===== src/rtl/packet_fragmenter_axis.sv =====
// Splits each triggered AXI-Stream transfer into fragments of mss beats separated by ifg idle cycles.
// Define PACKET_FRAGMENTER_STATS_EN to build the frag_count/xfer_count statistics counters.
module packet_fragmenter_axis #(
    parameter int DATA_WIDTH = 64,
    parameter int CNT_WIDTH  = 32,
    parameter int USER_WIDTH = 1
) (
    input  logic                  clk,
    input  logic                  arst,
    input  logic [DATA_WIDTH-1:0] s_axis_tdata,
    input  logic                  s_axis_tvalid,
    output logic                  s_axis_tready,
    input  logic                  s_axis_tlast,
    input  logic [USER_WIDTH-1:0] s_axis_tuser,
    output logic [DATA_WIDTH-1:0] m_axis_tdata,
    output logic                  m_axis_tvalid,
    input  logic                  m_axis_tready,
    output logic                  m_axis_tlast,
    output logic [USER_WIDTH-1:0] m_axis_tuser,
    input  logic                  trigger,
    input  logic                  continuous,
    input  logic [CNT_WIDTH-1:0]  mss,
    input  logic [CNT_WIDTH-1:0]  ifg,
    input  logic [CNT_WIDTH-1:0]  transfer_size,
    output logic                  busy,
    output logic [CNT_WIDTH-1:0]  frag_count,
    output logic [CNT_WIDTH-1:0]  xfer_count
);

    typedef enum logic [1:0] {
        WAIT_TRIGGER,
        SEND,
        GAP
    } state_t;

    state_t                state_q, state_d;
    logic                  trigger_q;
    logic [CNT_WIDTH-1:0]  mss_q, mss_d;
    logic [CNT_WIDTH-1:0]  ifg_q, ifg_d;
    logic [CNT_WIDTH-1:0]  size_q, size_d;
    logic [CNT_WIDTH-1:0]  beatInFrag_q, beatInFrag_d;
    logic [CNT_WIDTH-1:0]  beatInXfer_q, beatInXfer_d;
    logic [CNT_WIDTH-1:0]  gapCnt_q, gapCnt_d;
    logic [DATA_WIDTH-1:0] mData_q, mData_d;
    logic                  mValid_q, mValid_d;
    logic                  mLast_q, mLast_d;
    logic [USER_WIDTH-1:0] mUser_q, mUser_d;

    logic trigEdge;
    logic sliceFree;
    logic accept;
    logic fragEnd;
    logic xferEnd;

    // Framing is driven purely by mss/transfer_size, so the upstream tlast is deliberately dropped.
    logic unusedTlast;
    assign unusedTlast = s_axis_tlast;

    assign trigEdge      = trigger & ~trigger_q;
    assign sliceFree     = ~mValid_q | m_axis_tready;
    assign s_axis_tready = (state_q == SEND) & sliceFree;
    assign accept        = s_axis_tvalid & s_axis_tready;
    assign fragEnd       = (beatInFrag_q == mss_q - CNT_WIDTH'(1));
    assign xferEnd       = (beatInXfer_q == size_q - CNT_WIDTH'(1));

    assign busy          = (state_q != WAIT_TRIGGER);
    assign m_axis_tdata  = mData_q;
    assign m_axis_tvalid = mValid_q;
    assign m_axis_tlast  = mLast_q;
    assign m_axis_tuser  = mUser_q;

    always_comb begin
        state_d      = state_q;
        mss_d        = mss_q;
        ifg_d        = ifg_q;
        size_d       = size_q;
        beatInFrag_d = beatInFrag_q;
        beatInXfer_d = beatInXfer_q;
        gapCnt_d     = gapCnt_q;
        mData_d      = mData_q;
        mValid_d     = mValid_q;
        mLast_d      = mLast_q;
        mUser_d      = mUser_q;

        case (state_q)
            WAIT_TRIGGER: begin
                if ((trigEdge | continuous) && (transfer_size != '0)) begin
                    mss_d        = (mss == '0) ? CNT_WIDTH'(1) : mss;
                    ifg_d        = ifg;
                    size_d       = transfer_size;
                    beatInFrag_d = '0;
                    beatInXfer_d = '0;
                    state_d      = SEND;
                end
            end
            SEND: begin
                if (accept) begin
                    if (xferEnd) begin
                        beatInFrag_d = '0;
                        beatInXfer_d = '0;
                        state_d      = WAIT_TRIGGER;
                    end else if (fragEnd) begin
                        beatInFrag_d = '0;
                        beatInXfer_d = beatInXfer_q + CNT_WIDTH'(1);
                        if (ifg_q != '0) begin
                            gapCnt_d = '0;
                            state_d  = GAP;
                        end
                    end else begin
                        beatInFrag_d = beatInFrag_q + CNT_WIDTH'(1);
                        beatInXfer_d = beatInXfer_q + CNT_WIDTH'(1);
                    end
                end
            end
            GAP: begin
                if (gapCnt_q == ifg_q - CNT_WIDTH'(1)) begin
                    state_d = SEND;
                end else begin
                    gapCnt_d = gapCnt_q + CNT_WIDTH'(1);
                end
            end
            default: state_d = WAIT_TRIGGER;
        endcase

        // The output slice either takes the new beat or empties to all-zero once its beat is consumed.
        if (sliceFree) begin
            if (accept) begin
                mData_d  = s_axis_tdata;
                mValid_d = 1'b1;
                mLast_d  = fragEnd | xferEnd;
                mUser_d  = s_axis_tuser;
            end else begin
                mData_d  = '0;
                mValid_d = 1'b0;
                mLast_d  = 1'b0;
                mUser_d  = '0;
            end
        end
    end

    always_ff @(posedge clk or negedge arst) begin
        if (!arst) begin
            state_q      <= WAIT_TRIGGER;
            trigger_q    <= 1'b0;
            mss_q        <= '0;
            ifg_q        <= '0;
            size_q       <= '0;
            beatInFrag_q <= '0;
            beatInXfer_q <= '0;
            gapCnt_q     <= '0;
            mData_q      <= '0;
            mValid_q     <= 1'b0;
            mLast_q      <= 1'b0;
            mUser_q      <= '0;
        end else begin
            state_q      <= state_d;
            trigger_q    <= trigger;
            mss_q        <= mss_d;
            ifg_q        <= ifg_d;
            size_q       <= size_d;
            beatInFrag_q <= beatInFrag_d;
            beatInXfer_q <= beatInXfer_d;
            gapCnt_q     <= gapCnt_d;
            mData_q      <= mData_d;
            mValid_q     <= mValid_d;
            mLast_q      <= mLast_d;
            mUser_q      <= mUser_d;
        end
    end

`ifdef PACKET_FRAGMENTER_STATS_EN
    logic                 xferLast_q;
    logic [CNT_WIDTH-1:0] fragCount_q;
    logic [CNT_WIDTH-1:0] xferCount_q;

    // Statistics count beats as they leave on m_axis, so a beat discarded by reset is never counted.
    always_ff @(posedge clk or negedge arst) begin
        if (!arst) begin
            xferLast_q  <= 1'b0;
            fragCount_q <= '0;
            xferCount_q <= '0;
        end else begin
            if (sliceFree) begin
                xferLast_q <= accept & xferEnd;
            end
            if (mValid_q & m_axis_tready & mLast_q) begin
                fragCount_q <= fragCount_q + CNT_WIDTH'(1);
            end
            if (mValid_q & m_axis_tready & xferLast_q) begin
                xferCount_q <= xferCount_q + CNT_WIDTH'(1);
            end
        end
    end

    assign frag_count = fragCount_q;
    assign xfer_count = xferCount_q;
`else
    assign frag_count = '0;
    assign xfer_count = '0;
`endif

endmodule


===== config.mk =====
export PLATFORM = sky130hd
export DESIGN_NAME = packet_fragmenter_axis
export DESIGN_NICKNAME = d
export VERILOG_FILES = /design/src/rtl/packet_fragmenter_axis.sv
export SDC_FILE = /design/constraint.sdc
export NUM_CORES = 1
export LEC_CHECK = 0
export BUFFER_PORTS_ARGS = -buffer_cell sky130_fd_sc_hd__buf_4
export CAP_MARGIN = 20
export CORE_ASPECT_RATIO = 0.6
export CORE_MARGIN = 3
export CORE_UTILIZATION = 56
export CTS_CLUSTER_SIZE = 14
export DETAILED_ROUTE_END_ITERATION = 6
export PLACE_DENSITY_LB_ADDON = 0.1
export SETUP_SLACK_MARGIN = 0.5
export SLEW_MARGIN = 20
export SYNTH_ARGS = -nofsm -noshare
export SYNTH_HDL_FRONTEND = slang
export SYNTH_SLANG_ARGS = --single-unit

===== constraint.sdc =====
create_clock -name clk -period 3.9 [get_ports clk]
set_input_delay 1.17 -clock clk [delete_from_list [all_inputs] [get_ports clk]]
set_output_delay 1.17 -clock clk [all_outputs]
set_load 0.03 [all_outputs]

==> Word level (Yosys, flattened, before mapping) <==
Cells that the tools add are included.
{ "classes": {"addsub": 6, "eq_ne": 14, "n_mux": 26, "bitwise_logic": 8, "reduce_logical": 12} }
{ "ops": {"columns": ["cell", "n"], "rows": [
  ["32-bit two-way mux", 12],
  ["32-bit case mux with 2 select lines", 3],
  ["32-bit by 1-bit adder with 32-bit output, second input constant", 3],
  ["32-bit == test", 3],
  ["32-bit by 1-bit subtractor with 32-bit output, second input constant", 3],
  ["64-bit two-way mux", 1],
  ["32-bit nonzero test", 2],
  ["32-bit logical NOT", 1],
  ["2-bit two-way mux", 6],
  ["2-bit inequality test, second input constant", 6],
  ["2-bit case mux with 3 select lines", 1],
  ["6-bit AND reduction", 1],
  ["2-bit nonzero test", 3],
  ["5-bit AND reduction", 1],
  ["1-bit AND", 3],
  ["1-bit two-way mux", 3],
  ["3-bit by 2-bit inequality test with 1-bit output, second input constant", 1],
  ["3-bit inequality test, second input constant", 1],
  ["1-bit OR", 3],
  ["3-bit AND reduction", 1],
  ["2-bit by 1-bit == test with 1-bit output, second input constant", 1],
  ["2-bit == test, second input constant", 1],
  ["2-bit logical NOT", 1],
  ["2-bit by 1-bit inequality test with 1-bit output, second input constant", 1],
  ["other kinds (3)", 4]
]} }
{ "word_totals": {"regBits": 262, "inputBits": 168, "output_inout_bits": 133, "word_cells": 78} }

==> Longest topological paths before layout <==
{ "depth": {"ltp_word": 6, "mapped_depth": 13, "mapped_depth_nobuf": 11} }

==> Least setup slack after synthesis <==
Ideal clock, no wire load.
{ "synth_timing": {"path_type": "input to register", "from": "input m_axis_tready", "to": "register beatInFrag_q[31]", "setup_ps": 119, "t_arrival_ps": 3334, "required_ps": 3781, "slack_ps": 447, "path_stages": 10, "path_buffers": 1, "cell_sequence": "nor2b_1 -> clkbuf_1 -> nor3b_1 -> nor2_1 -> a211o_1 -> nor4_1 -> nand3_1 -> nor2_1 -> xnor2_1 -> nor2_1"} }
{ "synth_between": {"elab_chain_len": 5} }
{ "synth_lines": {"columns": ["element", "line_no", "text"], "rows": [
  ["start, declared", "17", "input logic m_axis_tready,"],
  ["1-bit OR", "60", "assign sliceFree = ~mValid_q | m_axis_tready;"],
  ["1-bit AND", "61", "assign s_axis_tready = (state_q == SEND) & sliceFree;"],
  ["1-bit AND", "62", "assign accept = s_axis_tvalid & s_axis_tready;"],
  ["2-bit inequality test (no source line)", null, null],
  ["3-bit AND reduction (no source line)", null, null],
  ["end signal, assigned", "161", "beatInFrag_q <= beatInFrag_d;"],
  ["end, declared", "41", "logic [CNT_WIDTH-1:0] beatInFrag_q, beatInFrag_d;"]
]} }
Every way passes these cells.
A chain may end at the register's enable or synchronous reset.

==> Worst setup path in the final report <==
{ "layout_timing": {"from": "register mss_q[4]", "to": "register gapCnt_q[6]"} }
{ "layout_between": {"elab_chain_len": 4} }
{ "layout_lines": {"columns": ["element", "line_no", "text"], "rows": [
  ["start, declared", "38", "logic [CNT_WIDTH-1:0] mss_q, mss_d;"],
  ["start signal, assigned", "158", "mss_q <= mss_d;"],
  ["32-bit by 1-bit subtractor with 32-bit output", "63", "assign fragEnd = (beatInFrag_q == mss_q - CNT_WIDTH'(1));"],
  ["32-bit == test", "63", null],
  ["2-bit inequality test (no source line)", null, null],
  ["6-bit AND reduction (no source line)", null, null],
  ["end signal, assigned", "163", "gapCnt_q <= gapCnt_d;"],
  ["end, declared", "43", "logic [CNT_WIDTH-1:0] gapCnt_q, gapCnt_d;"]
]} }
Every way passes these cells.

==> run metrics <==
RR Startpoint=mss_q[4]; largest net degree at the start of global routing=76; synth cell count leaders=dfrtp_1, nor2_1, xnor2_1, mux2_2, xor2_1; worst hold path class=reg -> reg; P_leak=8.39 nW; crit path DAT=about 3.8 ns; WP buf/inv=1; Power Dens Cells=~440 nW/um^2; Mapped Cells=1,528; GRT Resource Usage Total=28.0%; status=complete, no violations; Final Instance Count excl. Fillers=2,173; # clock sinks=roughly 260; CTS H-Tree Depth=1; worst r2r dst=gapCnt_q[6]; latest clock arrival within the worst-skew pair=approximately 0.55 ns; Worst R2R Setup Slack=between 0.5 and 0.6 ns; Die Height=around 130 microns; top cell type's share of synthesized area=43.0%; CP Class=reg -> reg; Wirelength per Cell=slightly below 20 microns; CTS Buffer Depth=3; global-route wire length before repair=roughly 66,000 microns; Mapped Area=15,200 sq um; final core occ=70.8%; DRT antenna net count=0; CP cell instances=nor4_4 -> nand4_4 -> or4_4 -> a211o_1 -> a22oi_2 -> nand4_4 -> a311oi_4 -> nor2_4 -> buf_6 -> a211o_1; Die Wd=219 microns; TritonCTS clock tree=yes; nets=about 2.0k; number of remaining DRC errors=0; unrepaired setup endpoints after global routing=false; # IOs=approximately 300; dominant synthesized flop cell=dfrtp_1; synth unique cells=80; Tcrit/Tclk final=between 80 and 90%; cells on worst reg2reg path=10; Clock Pin Slew Worst Setup and Hold Paths=0.07 ns; Clock Tree Root=clkbuf_16; GPL Wtd Cong=around 0.9; worst setup path start=mss_q[4]; Core Rows=46; Post-synth EDFFs=0; Slew @ Worst Pin=slightly below 1 ns; Final Skew=roughly 0.021 ns; Antenna Cells=0; CP required=between 4 and 5 ns; vias in the first global route=around 12k; dpl cells=roughly 2.1k; Syn Area/Cell=~10 sq um; total grt overflow=0; most common cell in the synthesized netlist=dfrtp_1; Max-Cap Viols=0; drt pass-1 iters=5; post-DR vias/cell=5.95; Detailed Route Iter0 Violations=1,140; maximum operating frequency=slightly below 300 MHz; area grow syn2layout=23.5%; area of the core=26,600 sq um; Sequential cell area=6570 sq um; number of synthesized register bits=262; initial core utilization=a little under three fifths; Final Setup Violations=0; Async SR Flop Fraction=100%; Via Count=12.9k; CTS buffer count=27; largest stage delay on the critical path=roughly 0.55 ns; final hold vios=0; maximum fanout along the worst path=7; Post-DP HPWL=31,200 microns; Setup crit start kind=flip-flop; final wirelength=~42,000 microns; Final Max Tran Viols=0; crit-path leading delay family=simple AND/OR/NAND/NOR gates; Worst Setup EP=gapCnt_q[6]; PortBufs=approximately 240; ratio of cells with drive above 1 in the final layout=29.5%; sequential share of the synthesized area=a little over two fifths; cell depth of the worst setup path=10; FILL cells=2,043; max_slew headroom=33.9%; min cycle time layout=roughly 3.4 ns; leading area contributor after synthesis=dfrtp_1; CP Capture Type=flip-flop; area of the multi-input gates=around 8400 sq um; DIE AREA=about 29,000 sq um; CTS Hold Bufs=0; initial antenna violation count=0; Overall Power=~8 mW; largest cells by area after synthesis=dfrtp_1, mux2_2, xnor2_1; worst-path cell with the longest stage delay=or4_4; total negative slack=0 ns; Yosys warnings=0; maximum VDD drop=318 uV; WHS=0.504 ns
-- metrics by stage --
stage / setup slack, ns / cell area (sq um)
floorplan: 0.511 / 15500
global placement: 0.193 / 17300
detailed placement: 0.189 / 17300
CTS: 0.503 / 18400
global route: 0.479 / 18800
finish: 0.537 / 18800
-- area by class of cell --
type | instances | share of cell area, %
timing repair buffer | 309 | 13.0
clock buffer | 39 | 4.10
inverter | 26 | 0.519
multi-input combinational | 1166 | 44.4
tap | 360 | 2.39
sequential | 262 | 34.9
clock inverter | 11 | 0.678
-- how the worst min path moves through the flow --
stage / start / endpoint / depth (start not counted)
5_1_grt: m_axis_tdata[19] / m_axis_tdata[19] / 1
3_5_place_dp: m_axis_tdata[44] / m_axis_tdata[44] / 1
4_1_cts: m_axis_tdata[38] / m_axis_tdata[38] / 1
2_1_floorplan: mss_q[31] / mss_q[31] / 1
6_report: m_axis_tdata[35] / m_axis_tdata[35] / 1
3_3_place_gp: m_axis_tdata[6] / m_axis_tdata[6] / 1
-- state kept, by name (all words and copies together) (netlist names) --
signal	cells
size_q	32
trigger_q	1
gapCnt_q	32
beatInXfer_q	32
m_axis_tuser	1
mss_q	32
m_axis_tvalid	1
m_axis_tlast	1
beatInFrag_q	32
ifg_q	32
m_axis_tdata	64
state_q	2
-- where the power goes --
group,internal (mW),total [mW],switching (mW)
Sequential,3.05,3.58,0.532
Clock,1.51,2.63,1.11
Combinational,0.927,1.98,1.06
Total,5.49,8.19,2.70
-- routing by layer --
metal | vias up | GRT usage [%] | wire, microns | part of all wire [%]
met4 | 0 | 4.53 | 634 | 1.5
met2 | 523 | 40.6 | 18100 | 43
met3 | 52 | 6.68 | 3800 | 9.0
met1 | 6389 | 43.4 | 19800 | 47
li1 | 5975 | - | - | -
met5 | - | 0 | 0 | 0
-- cells in the final DEF (no fill, tap or decap), types with 11 or more instances in the layout --
cell,n
a22o_1,66
and4_1,13
buf_4,293
clkbuf_16,27
a21o_1,13
a21oi_1,26
or3_1,20
xnor2_1,102
o31ai_1,13
nand2_1,78
inv_1,26
and3_1,32
or4_1,14
dfrtp_1,252
nand3_1,68
nor2_1,124
nor4_1,42
xor2_1,81
o21ai_0,28
a211o_1,11
nor3_1,37
mux2_2,97
conb_1,64
nand4_1,40
-- logic make-up (layout without fill, tap and decap cells) --
logic type      Yosys count  in the layout  share of synthesized area [%]
other cells               1             64                         0.0246
mux                     100            100                           7.36
fa+ha+maj                 6              6                          0.493
flops                   262            262                           43.0
xor+xnor                183            183                           10.5
simple gates            579            579                           21.1
compound gates          234            234                           11.6
buf+inv                 163            385                           5.88
-- repair_timing --
item                       4_1_cts  5_1_grt
pin swaps                        5       26
gates cloned                     0        1
setup buffers                    9       22
setup endpoints to repair       89       92
resized for setup               17       60
Power figures use the tool's default switching activity.
